**src/rtl/rv64_fetch.sv**
```systemverilog
// -----------------------------------------------------------------------------
// rv64_fetch -- RV64I instruction fetch stage
//
// Holds the fetch PC, issues word reads to an instruction memory with a fixed
// one-cycle read latency, and buffers returned words (with their PCs) in a
// small power-of-two FIFO consumed by decode through valid/ready. A redirect
// from execute reloads the PC and discards everything already fetched.
//
// Optional feature macro: RV64_FETCH_MISALIGN_TRAP_EN
//   defined   : a redirect to a non word-aligned PC enqueues one fault marker
//               entry (out_fault = 1, out_pc = redirect_pc, out_instr = 0) and
//               fetch halts until the next redirect or reset.
//   undefined : redirect_pc[1:0] is forced to zero; out_fault is tied to 0.
//
// Parameters
//   RESET_PC    PC loaded at reset
//   FIFO_DEPTH  instruction buffer entries (power of two, >= 2)
//
// Ports
//   clk             single clock, rising edge
//   reset           synchronous, active-low reset
//   imem_req        read request this cycle
//   imem_addr       word address of the request (bits [1:0] always zero)
//   imem_rdata      instruction word, valid the cycle after a request
//   redirect_valid  PC redirect from execute
//   redirect_pc     new fetch PC
//   out_valid       FIFO head valid
//   out_ready       decode accepts the head
//   out_pc          PC of the head instruction
//   out_instr       head instruction word
//   out_fault       head is a misaligned-fetch fault marker
// -----------------------------------------------------------------------------
module rv64_fetch #(
    parameter logic [63:0] RESET_PC   = 64'h0,
    parameter int unsigned FIFO_DEPTH = 2
) (
    input  logic        clk,
    input  logic        reset,
    output logic        imem_req,
    output logic [63:0] imem_addr,
    input  logic [31:0] imem_rdata,
    input  logic        redirect_valid,
    input  logic [63:0] redirect_pc,
    output logic        out_valid,
    input  logic        out_ready,
    output logic [63:0] out_pc,
    output logic [31:0] out_instr,
    output logic        out_fault
);

    localparam int unsigned PTR_W = $clog2(FIFO_DEPTH);
    localparam int unsigned CNT_W = PTR_W + 1;
    localparam logic [CNT_W-1:0] DEPTH_C = CNT_W'(FIFO_DEPTH);

    // Fetch PC and the single outstanding request
    logic [63:0]      r_pc;
    logic             r_inflight;
    logic [63:0]      r_inflight_pc;

    // Instruction buffer
    logic [CNT_W-1:0] r_count;
    logic [PTR_W-1:0] r_rd_ptr;
    logic [PTR_W-1:0] r_wr_ptr;
    logic [63:0]      r_mem_pc    [FIFO_DEPTH];
    logic [31:0]      r_mem_instr [FIFO_DEPTH];

`ifdef RV64_FETCH_MISALIGN_TRAP_EN
    // Fault marker travels through the same one-cycle slot as a real fetch so
    // that it becomes visible with the same latency as a normal instruction.
    logic             r_mem_fault [FIFO_DEPTH];
    logic             r_inflight_fault;
    logic             r_fault_pend;
    logic             r_halt;
    logic             w_issue_fault;
`endif

    logic             w_pop;
    logic [CNT_W-1:0] w_occupancy;
    logic             w_credit_ok;
    logic             w_halted;
    logic             w_issue;
    logic [63:0]      w_redirect_target;

    // Credit check, issue decision and redirect target selection
    always_comb begin
        w_pop       = (r_count != {CNT_W{1'b0}}) & out_ready;
        // Occupancy never exceeds FIFO_DEPTH, and a pop implies count >= 1,
        // so neither the add nor the subtract can wrap.
        w_occupancy = r_count + CNT_W'(r_inflight);
        w_credit_ok = ((w_occupancy - CNT_W'(w_pop)) < DEPTH_C);
`ifdef RV64_FETCH_MISALIGN_TRAP_EN
        w_halted          = r_halt | r_fault_pend;
        w_issue_fault     = reset & ~redirect_valid & r_fault_pend & w_credit_ok;
        w_redirect_target = redirect_pc;
`else
        w_halted          = 1'b0;
        w_redirect_target = redirect_pc & 64'hFFFF_FFFF_FFFF_FFFC;
`endif
        w_issue = reset & ~redirect_valid & ~w_halted & w_credit_ok;
    end

    // Memory request port; the address is pinned to RESET_PC while in reset
    always_comb begin
        imem_req = w_issue;
        if (reset) begin
            imem_addr = r_pc;
        end else begin
            imem_addr = RESET_PC;
        end
    end

    // Decode-facing head entry, read straight from storage
    always_comb begin
        out_valid = (r_count != {CNT_W{1'b0}});
        out_pc    = r_mem_pc[r_rd_ptr];
        out_instr = r_mem_instr[r_rd_ptr];
`ifdef RV64_FETCH_MISALIGN_TRAP_EN
        out_fault = r_mem_fault[r_rd_ptr];
`else
        out_fault = 1'b0;
`endif
    end

    // PC, in-flight tracking and FIFO state; reset beats redirect beats normal flow
    always_ff @(posedge clk) begin
        if (!reset) begin
            r_pc          <= RESET_PC;
            r_inflight    <= 1'b0;
            r_inflight_pc <= 64'd0;
            r_count       <= {CNT_W{1'b0}};
            r_rd_ptr      <= {PTR_W{1'b0}};
            r_wr_ptr      <= {PTR_W{1'b0}};
            // Storage is cleared so the head reads as zero right after reset.
            for (int i = 0; i < int'(FIFO_DEPTH); i++) begin
                r_mem_pc[i]    <= 64'd0;
                r_mem_instr[i] <= 32'd0;
`ifdef RV64_FETCH_MISALIGN_TRAP_EN
                r_mem_fault[i] <= 1'b0;
`endif
            end
`ifdef RV64_FETCH_MISALIGN_TRAP_EN
            r_inflight_fault <= 1'b0;
            r_fault_pend     <= 1'b0;
            r_halt           <= 1'b0;
`endif
        end else if (redirect_valid) begin
            // Drop buffered entries, any pop, and the response arriving now.
            r_pc          <= w_redirect_target;
            r_inflight    <= 1'b0;
            r_inflight_pc <= r_inflight_pc;
            r_count       <= {CNT_W{1'b0}};
            r_rd_ptr      <= {PTR_W{1'b0}};
            r_wr_ptr      <= {PTR_W{1'b0}};
`ifdef RV64_FETCH_MISALIGN_TRAP_EN
            r_inflight_fault <= 1'b0;
            r_fault_pend     <= (redirect_pc[1:0] != 2'b00);
            r_halt           <= 1'b0;
`endif
        end else begin
            if (w_issue) begin
                r_pc <= r_pc + 64'd4;
            end else begin
                r_pc <= r_pc;
            end

            // One-cycle read latency: the slot is refilled or emptied every cycle.
`ifdef RV64_FETCH_MISALIGN_TRAP_EN
            r_inflight       <= w_issue | w_issue_fault;
            r_inflight_fault <= w_issue_fault;
            if (w_issue_fault) begin
                r_fault_pend <= 1'b0;
                r_halt       <= 1'b1;
            end else begin
                r_fault_pend <= r_fault_pend;
                r_halt       <= r_halt;
            end
`else
            r_inflight <= w_issue;
`endif
            r_inflight_pc <= r_pc;

            // Response write; credit accounting guarantees a free slot here.
            if (r_inflight) begin
                r_mem_pc[r_wr_ptr] <= r_inflight_pc;
`ifdef RV64_FETCH_MISALIGN_TRAP_EN
                r_mem_fault[r_wr_ptr] <= r_inflight_fault;
                if (r_inflight_fault) begin
                    r_mem_instr[r_wr_ptr] <= 32'd0;
                end else begin
                    r_mem_instr[r_wr_ptr] <= imem_rdata;
                end
`else
                r_mem_instr[r_wr_ptr] <= imem_rdata;
`endif
                r_wr_ptr <= r_wr_ptr + PTR_W'(1);
            end else begin
                r_wr_ptr <= r_wr_ptr;
            end

            if (w_pop) begin
                r_rd_ptr <= r_rd_ptr + PTR_W'(1);
            end else begin
                r_rd_ptr <= r_rd_ptr;
            end

            case ({r_inflight, w_pop})
                2'b10:   r_count <= r_count + CNT_W'(1);
                2'b01:   r_count <= r_count - CNT_W'(1);
                default: r_count <= r_count;
            endcase
        end
    end

endmodule

```
**config.mk**
```make
export PLATFORM = sky130hd
export DESIGN_NAME = rv64_fetch
export DESIGN_NICKNAME = d
export VERILOG_FILES = /design/src/rtl/rv64_fetch.sv
export SDC_FILE = /design/constraint.sdc
export NUM_CORES = 1
export LEC_CHECK = 0
export ABC_AREA = 1
export BUFFER_PORTS_ARGS = -buffer_cell sky130_fd_sc_hd__buf_4
export CORE_MARGIN = 5
export CORE_UTILIZATION = 28
export CTS_BUF_LIST = sky130_fd_sc_hd__clkbuf_16
export DETAILED_ROUTE_END_ITERATION = 10
export PLACE_DENSITY = 0.53
export SYNTH_ARGS = -nofsm -noshare
export SYNTH_HDL_FRONTEND = slang
export SYNTH_SLANG_ARGS = --single-unit
export TNS_END_PERCENT = 20
```
**constraint.sdc**
```tcl
create_clock -name clk -period 8.23 [get_ports clk]
set_input_delay 0.4115 -clock clk [delete_from_list [all_inputs] [get_ports clk]]
set_output_delay 0.4115 -clock clk [all_outputs]
set_load 0.1 [all_outputs]
```
==> qor.yml, run 1 <==
worst-r2r-setup-slack_ns: 5.35
seq_power_share_pct: 44.9
seqCellArea_sq_um: 8250
final_cell_area_sq_um: 19500
drive_gt1_share_pct: 22.3
worstPathCellList: "buf_4 -> mux2_2 -> buf_4"
ant_nets: 0
worst_slew_pin_slew_ns: 1.06
ys_ff_latch: 318
ys_warn_count: 0
timing.critical_path.required_ns: 7.82
avgViaCountPerCell: 4.56
max_stage_delay_ns: 0.78
nets: 2193
pwr-share-comb_pct: 15.9
postSynthAreaPerCell_sq_um: 8.44
start_util_pct: 28.2
cts_tree: "done"
max_slew_margin_pct: 29.1
cts.clk_slew.worst_paths_ns: 0.06
core_sq_um: 56300
grt_overflow: 0
status: "completed"
clock_latency_ns: 0.56
dp_hpwl_mm: 36.6
hold_viol: 0
rsz0062_at_grt: "false"
synthFlopType: "edfxtp_1"
grt_antenna_before_repair: 0
clock-sinks: 318
n_fill_cell: 5856
place_area_sq_um: 18400
crit_family: "buffers and inverters"
grtUsageTotal_pct: 16.4
path_class: "reg -> out"
finalWirelength_mm: 52.2
htreeDepth: 2
hold_buffers: 0
cp_num_buf_inv: 2
multi_input_area_sq_um: 6230
synth_edf_count: 188
max_freq_ghz: 0.315
first_pass_iters: 6
crit_arrival_ns: 2.76
cts_buffer_depth: 3
cp-end-kind: "output pin"
p_clk_share_pct: 39.2
grt_pass1_wl_mm: 77.6
powerDensity_nw_per_um2: 207
rows: 87
ys_seq_area_share_pct: 52.0
die_w_microns: 248
power_switching_mw: 1.23
dieHeight_microns: 248
wire_per_inst_microns: 18.1
postSynth.asyncResetShare_pct: 0
slowest_stage: "buf_4"
drt_iter0_markers: 1113
num_vias: 13100
portBuffers: 255
layout_setup_ws_ns: 5.06
root_buffer: "clkbuf_16"
hold_class: "in -> reg"
grt_max_degree: 84
final_cell_mix: "nand2_1, nor2_1, buf_4"
whs_ns: 0.121
gp_congestion: 0.874
post-place-ws_ns: 4.39
cp-start-kind: "flip-flop"
areaGrowthSynthToFinish_pct: 23.1
final_common_cell: "nand2_1"
drc: 0
switching_share_pct: 30.4
ctsResizeCount: 0
fp.dieArea_sq_um: 61500
timing.final.crit_share_pct: 38.5
grt_pass1_vias: 12600
cap_violations: 0
skew_ns: 0.0263
post-route-util_pct: 34.7
cts-buffers-inserted: 38
post-cts-setup-buffers: 0
antenna_cells: 0
p_int_mw: 2.81
p_leak_nw: 8.36
cp_common_cell: "buf_4"
io_pins: 263
finalSetupViolCount: 0
post-route-min-period_ns: 3.17
drv_slew: 0
setup-tns-final_ns: 0
synthCells: 1879
peakVddDrop_mv: 0.132
crit_fanout: 57
synth_cell_types: 46
synth_area_sq_um: 15900
-- Yosys cell counts, types with 2 or more instances --
cell / number / area share [%]
buf_6: 4 / 0.28
o21bai_1: 3 / 0.14
buf_8: 2 / 0.19
nor2_1: 325 / 7.7
a21oi_1: 89 / 2.8
o21ai_1: 16 / 0.51
inv_2: 6 / 0.14
buf_1: 18 / 0.43
nor2_8: 4 / 0.51
o21ai_0: 34 / 1.1
nand3_1: 91 / 2.9
nand2_4: 5 / 0.36
clkbuf_8: 2 / 0.17
o211ai_1: 11 / 0.52
clkbuf_1: 43 / 1.0
nor2_4: 13 / 0.92
a22oi_1: 7 / 0.33
a31oi_1: 3 / 0.12
buf_4: 10 / 0.47
nand4_1: 16 / 0.63
inv_1: 240 / 5.7
buf_2: 18 / 0.57
nor3_1: 17 / 0.54
or2_1: 2 / 0.079
mux2_2: 94 / 6.7
nand3b_1: 5 / 0.24
dfxtp_1: 130 / 16
a21boi_0: 9 / 0.43
nand2_2: 14 / 0.55
edfxtp_1: 188 / 36
nor2_2: 8 / 0.32
a211oi_1: 22 / 1.0
nand2_1: 417 / 9.9
-- metrics by stage --
step           std cells  power (mW)
2_1_floorplan       1883        2.31
3_3_place_gp        2808        2.49
3_5_place_dp        2808        2.49
4_1_cts             2877        4.09
5_1_grt             2877        4.20
6_report            2877        4.04
-- path summary, 6_finish.rpt --
check        cells after the start                end         startpoint
max                              3         out_pc[45]          flip-flop
min                              3            r_pc[4]     redirect_pc[4]
max reg2reg                      5     r_mem_pc[0][2]         r_inflight
min reg2reg                      2  r_inflight_pc[47]  r_inflight_pc[47]
-- cell families (layout without fill, tap and decap cells) --
kind of cell / count (synthesis) / count (layout) / share of synthesized area [%]
simple gates: 923 / 923 / 25.0
fa+ha+maj: 1 / 1 / 0.0789
flops: 318 / 318 / 52.0
mux: 94 / 94 / 6.68
compound gates: 196 / 196 / 7.07
other cells: 1 / 5 / 0.0237
buf+inv: 344 / 582 / 8.98
xor+xnor: 2 / 2 / 0.111
-- flip-flops by register name, indices dropped and copies added, names as in the netlist, named ones only --
register	count
r_mem_pc	124
r_mem_instr	64
r_inflight_pc	62
r_pc	62
r_count	2
r_inflight	1
r_rd_ptr	1
r_wr_ptr	1
-- worst register-to-register path: stages, from the launching register on --
cell     delay (ns)
dfxtp_1        0.39
inv_1          0.10
nor2_1         0.18
nand2_4        0.34
nand2_4        0.70
buf_4          0.72
-- power by group through the flow --
| stage | Clock, mW | Sequential (mW) | Combinational (mW) |
|---|---|---|---|
| after floorplan | 0 | 1.83 | 0.486 |
| after global placement | 0 | 1.84 | 0.642 |
| after detailed placement | 0 | 1.85 | 0.646 |
| after CTS | 1.63 | 1.81 | 0.648 |
| after global routing | 1.70 | 1.82 | 0.681 |
| final | 1.58 | 1.81 | 0.642 |
-- layout make-up --
cell class              instances  area share (%)
inverters                     247            4.75
clock inverters                31            1.06
well taps                     756            4.85
clock buffers                  38            4.87
flip-flops and latches        318            42.3
repair buffers                266            10.2
multi-input cells            1221            31.9
-- layer usage --
| metal | vias up | track usage [%] | wire (microns) |
|---|---|---|---|
| met5 | - | 0 | 0 |
| met4 | 0 | 4.36 | 1240 |
| met3 | 73 | 3.27 | 3320 |
| met2 | 374 | 25.9 | 23600 |
| met1 | 6190 | 23.2 | 24000 |
| li1 | 6488 | - | - |
Note: power is estimated with default switching activity, not from simulation.
==> run 2: changes to the inputs <==
- clock period: 8.23 -> 3.3 ns (I/O delays scaled with it)
==> run 2 against run 1 <==
First-iteration DRC count decreased by 5.4%; die area unchanged; wire length increased by 2.0%; power increased to 2.5 times the previous value; cell count increased by 2.6%.
==> qor.yml, run 2 (synthesized netlist as in run 1, its figures left out) <==
status: "completed"
avgViaCountPerCell: 4.57
p_leak_nw: 8.70
areaGrowthSynthToFinish_pct: 28.2
cts_buffer_depth: 3
final_common_cell: "nand2_1"
skew_ns: 0.0106
portBuffers: 255
drc: 0
power_switching_mw: 3.10
root_buffer: "clkbuf_16"
nets: 2269
largest_register: "r_mem_pc"
max_slew_margin_pct: 30.6
drv_slew: 0
timing.critical_path.required_ns: 3.68
worst-r2r-setup-slack_ns: 0.70
worstRegToRegCells: 8
final_cell_mix: "nand2_1, nor2_1, buf_4"
cp-end-kind: "flip-flop"
num_vias: 13500
cts_tree: "done"
powerDensity_nw_per_um2: 504
die_w_microns: 248
gp_congestion: 0.869
grt_pass1_wl_mm: 79.4
htreeDepth: 2
crit_arrival_ns: 3.03
max_freq_ghz: 0.377
reg_top3: "r_mem_pc: 124 flops, r_mem_instr: 64 flops"
timing.final.crit_share_pct: 80.3
clock_latency_ns: 0.55
drive_gt1_share_pct: 21.9
start_util_pct: 28.2
grt_overflow: 0
seq_power_share_pct: 44.2
dp_hpwl_mm: 36.8
worstHoldPathCells: 5
hold_end: "r_pc[23]"
cp-start-kind: "input port"
dpl.cell_count: 2814
rows: 87
clock-sinks: 318
worstReg2RegStart: "r_inflight"
largest_reg_flops: 124
post-place-ws_ns: 0.656
antenna_cells: 0
cts.clk_slew.worst_paths_ns: 0.06
post-cts-setup-buffers: 0
fp.dieArea_sq_um: 61500
hold_viol: 0
worst_slew_pin_slew_ns: 1.04
p_int_mw: 7.14
first_pass_iters: 5
peakVddDrop_mv: 0.334
finalWirelength_mm: 53.2
grt_pass1_vias: 13100
cts-buffers-inserted: 38
grt_max_degree: 170
r2r-end: "r_pc[3]"
drt_iter0_markers: 1053
dieHeight_microns: 248
ant_nets: 0
switching_share_pct: 30.2
crit_fanout: 24
layout_setup_ws_ns: 0.650
grtUsageTotal_pct: 16.8
wire_per_inst_microns: 18.0
path_class: "in -> reg"
cap_violations: 0
hold_class: "in -> reg"
finalSetupViolCount: 0
min_from: "redirect_pc[23]"
stdcell_count: 2953
total_power_mw: 10.2
pwr-share-comb_pct: 16.4
p_clk_share_pct: 39.4
post-route-min-period_ns: 2.65
grt_antenna_before_repair: 2
rsz0062_at_grt: "false"
core_sq_um: 56300
io_pins: 263
-- run 2: cell count changes in the layout (fill, tap and decap cells not counted), sizes merged --
cell / before / now
buf: 266 / 272
bufinv: 2 / 1
inv: 260 / 261
dlygate4sd3: 0 / 70
clkinv: 16 / 11
clkinvlp: 0 / 2
clkbuf: 38 / 41
-- run 2: final cells by class --
cell class / count / area [sq um]
Fill cell: 5829 / 36000
Clock inverter: 28 / 163
Inverter: 247 / 927
Timing Repair Buffer: 342 / 2780
Multi-Input combinational cell: 1221 / 6230
Tap cell: 756 / 946
Sequential cell: 318 / 8250
Clock buffer: 41 / 1030
-- run 2: what timing repair did --
| action | in CTS | in global routing |
|---|---|---|
| gates resized for setup | 0 | 0 |
| hold endpoints to repair | 103 | 0 |
| hold buffers | 70 | 0 |
| endpoints found under the setup margin | 0 | 0 |
-- run 2: worst max path at each step --
stage | from | end | slack (ns) | cells past startpoint
after global placement | reset | r_pc[17] | 0.67 | 10
after floorplan | redirect_valid | r_mem_instr[1][0] | -0.21 | 6
after global routing | r_inflight | r_pc[3] | 0.39 | 8
after CTS | reset | r_pc[17] | 0.70 | 11
after detailed placement | reset | r_pc[17] | 0.66 | 10
final | reset | r_pc[17] | 0.65 | 11
-- run 2: critical path, stage by stage --
cell	delay, ns
dlygate4sd3_1	0.53
buf_4	0.29
inv_2	0.09
nor2_4	0.19
inv_2	0.08
nor2_1	0.13
nand2_2	0.24
nand2_2	0.53
inv_2	0.40
a21boi_0	0.28
a21oi_1	0.08
-- run 2: through the flow --
step | area (sq um) | hold WS, ns | setup TNS, ns | utilization (%)
6_report | 20300 | 0.0381 | 0 | 36.1
5_1_grt | 20300 | 0.0528 | 0 | 36.1
4_1_cts | 20300 | 0.00467 | 0 | 36.1
3_5_place_dp | 18400 | 0.451 | 0 | 32.8
3_3_place_gp | 18400 | 0.442 | 0 | 32.8
2_1_floorplan | 15900 | 0.328 | -19.68 | -
-- run 2: routing by layer --
| metal | track usage [%] | wire length [microns] |
|---|---|---|
| met1 | 24.0 | 24700 |
| met4 | 4.08 | 1240 |
| met5 | 0 | 26 |
| met2 | 26.4 | 24000 |
| met3 | 3.23 | 3280 |
-- run 2: power by group through the flow --
| stage | sequential [mW] | combinational [mW] | clock (mW) |
|---|---|---|---|
| final | 4.52 | 1.68 | 4.03 |
| after global routing | 4.54 | 1.79 | 4.34 |
| after CTS | 4.52 | 1.70 | 4.16 |
| after detailed placement | 4.61 | 1.62 | 0 |
| after global placement | 4.60 | 1.61 | 0 |
| after floorplan | 4.55 | 1.21 | 0 |
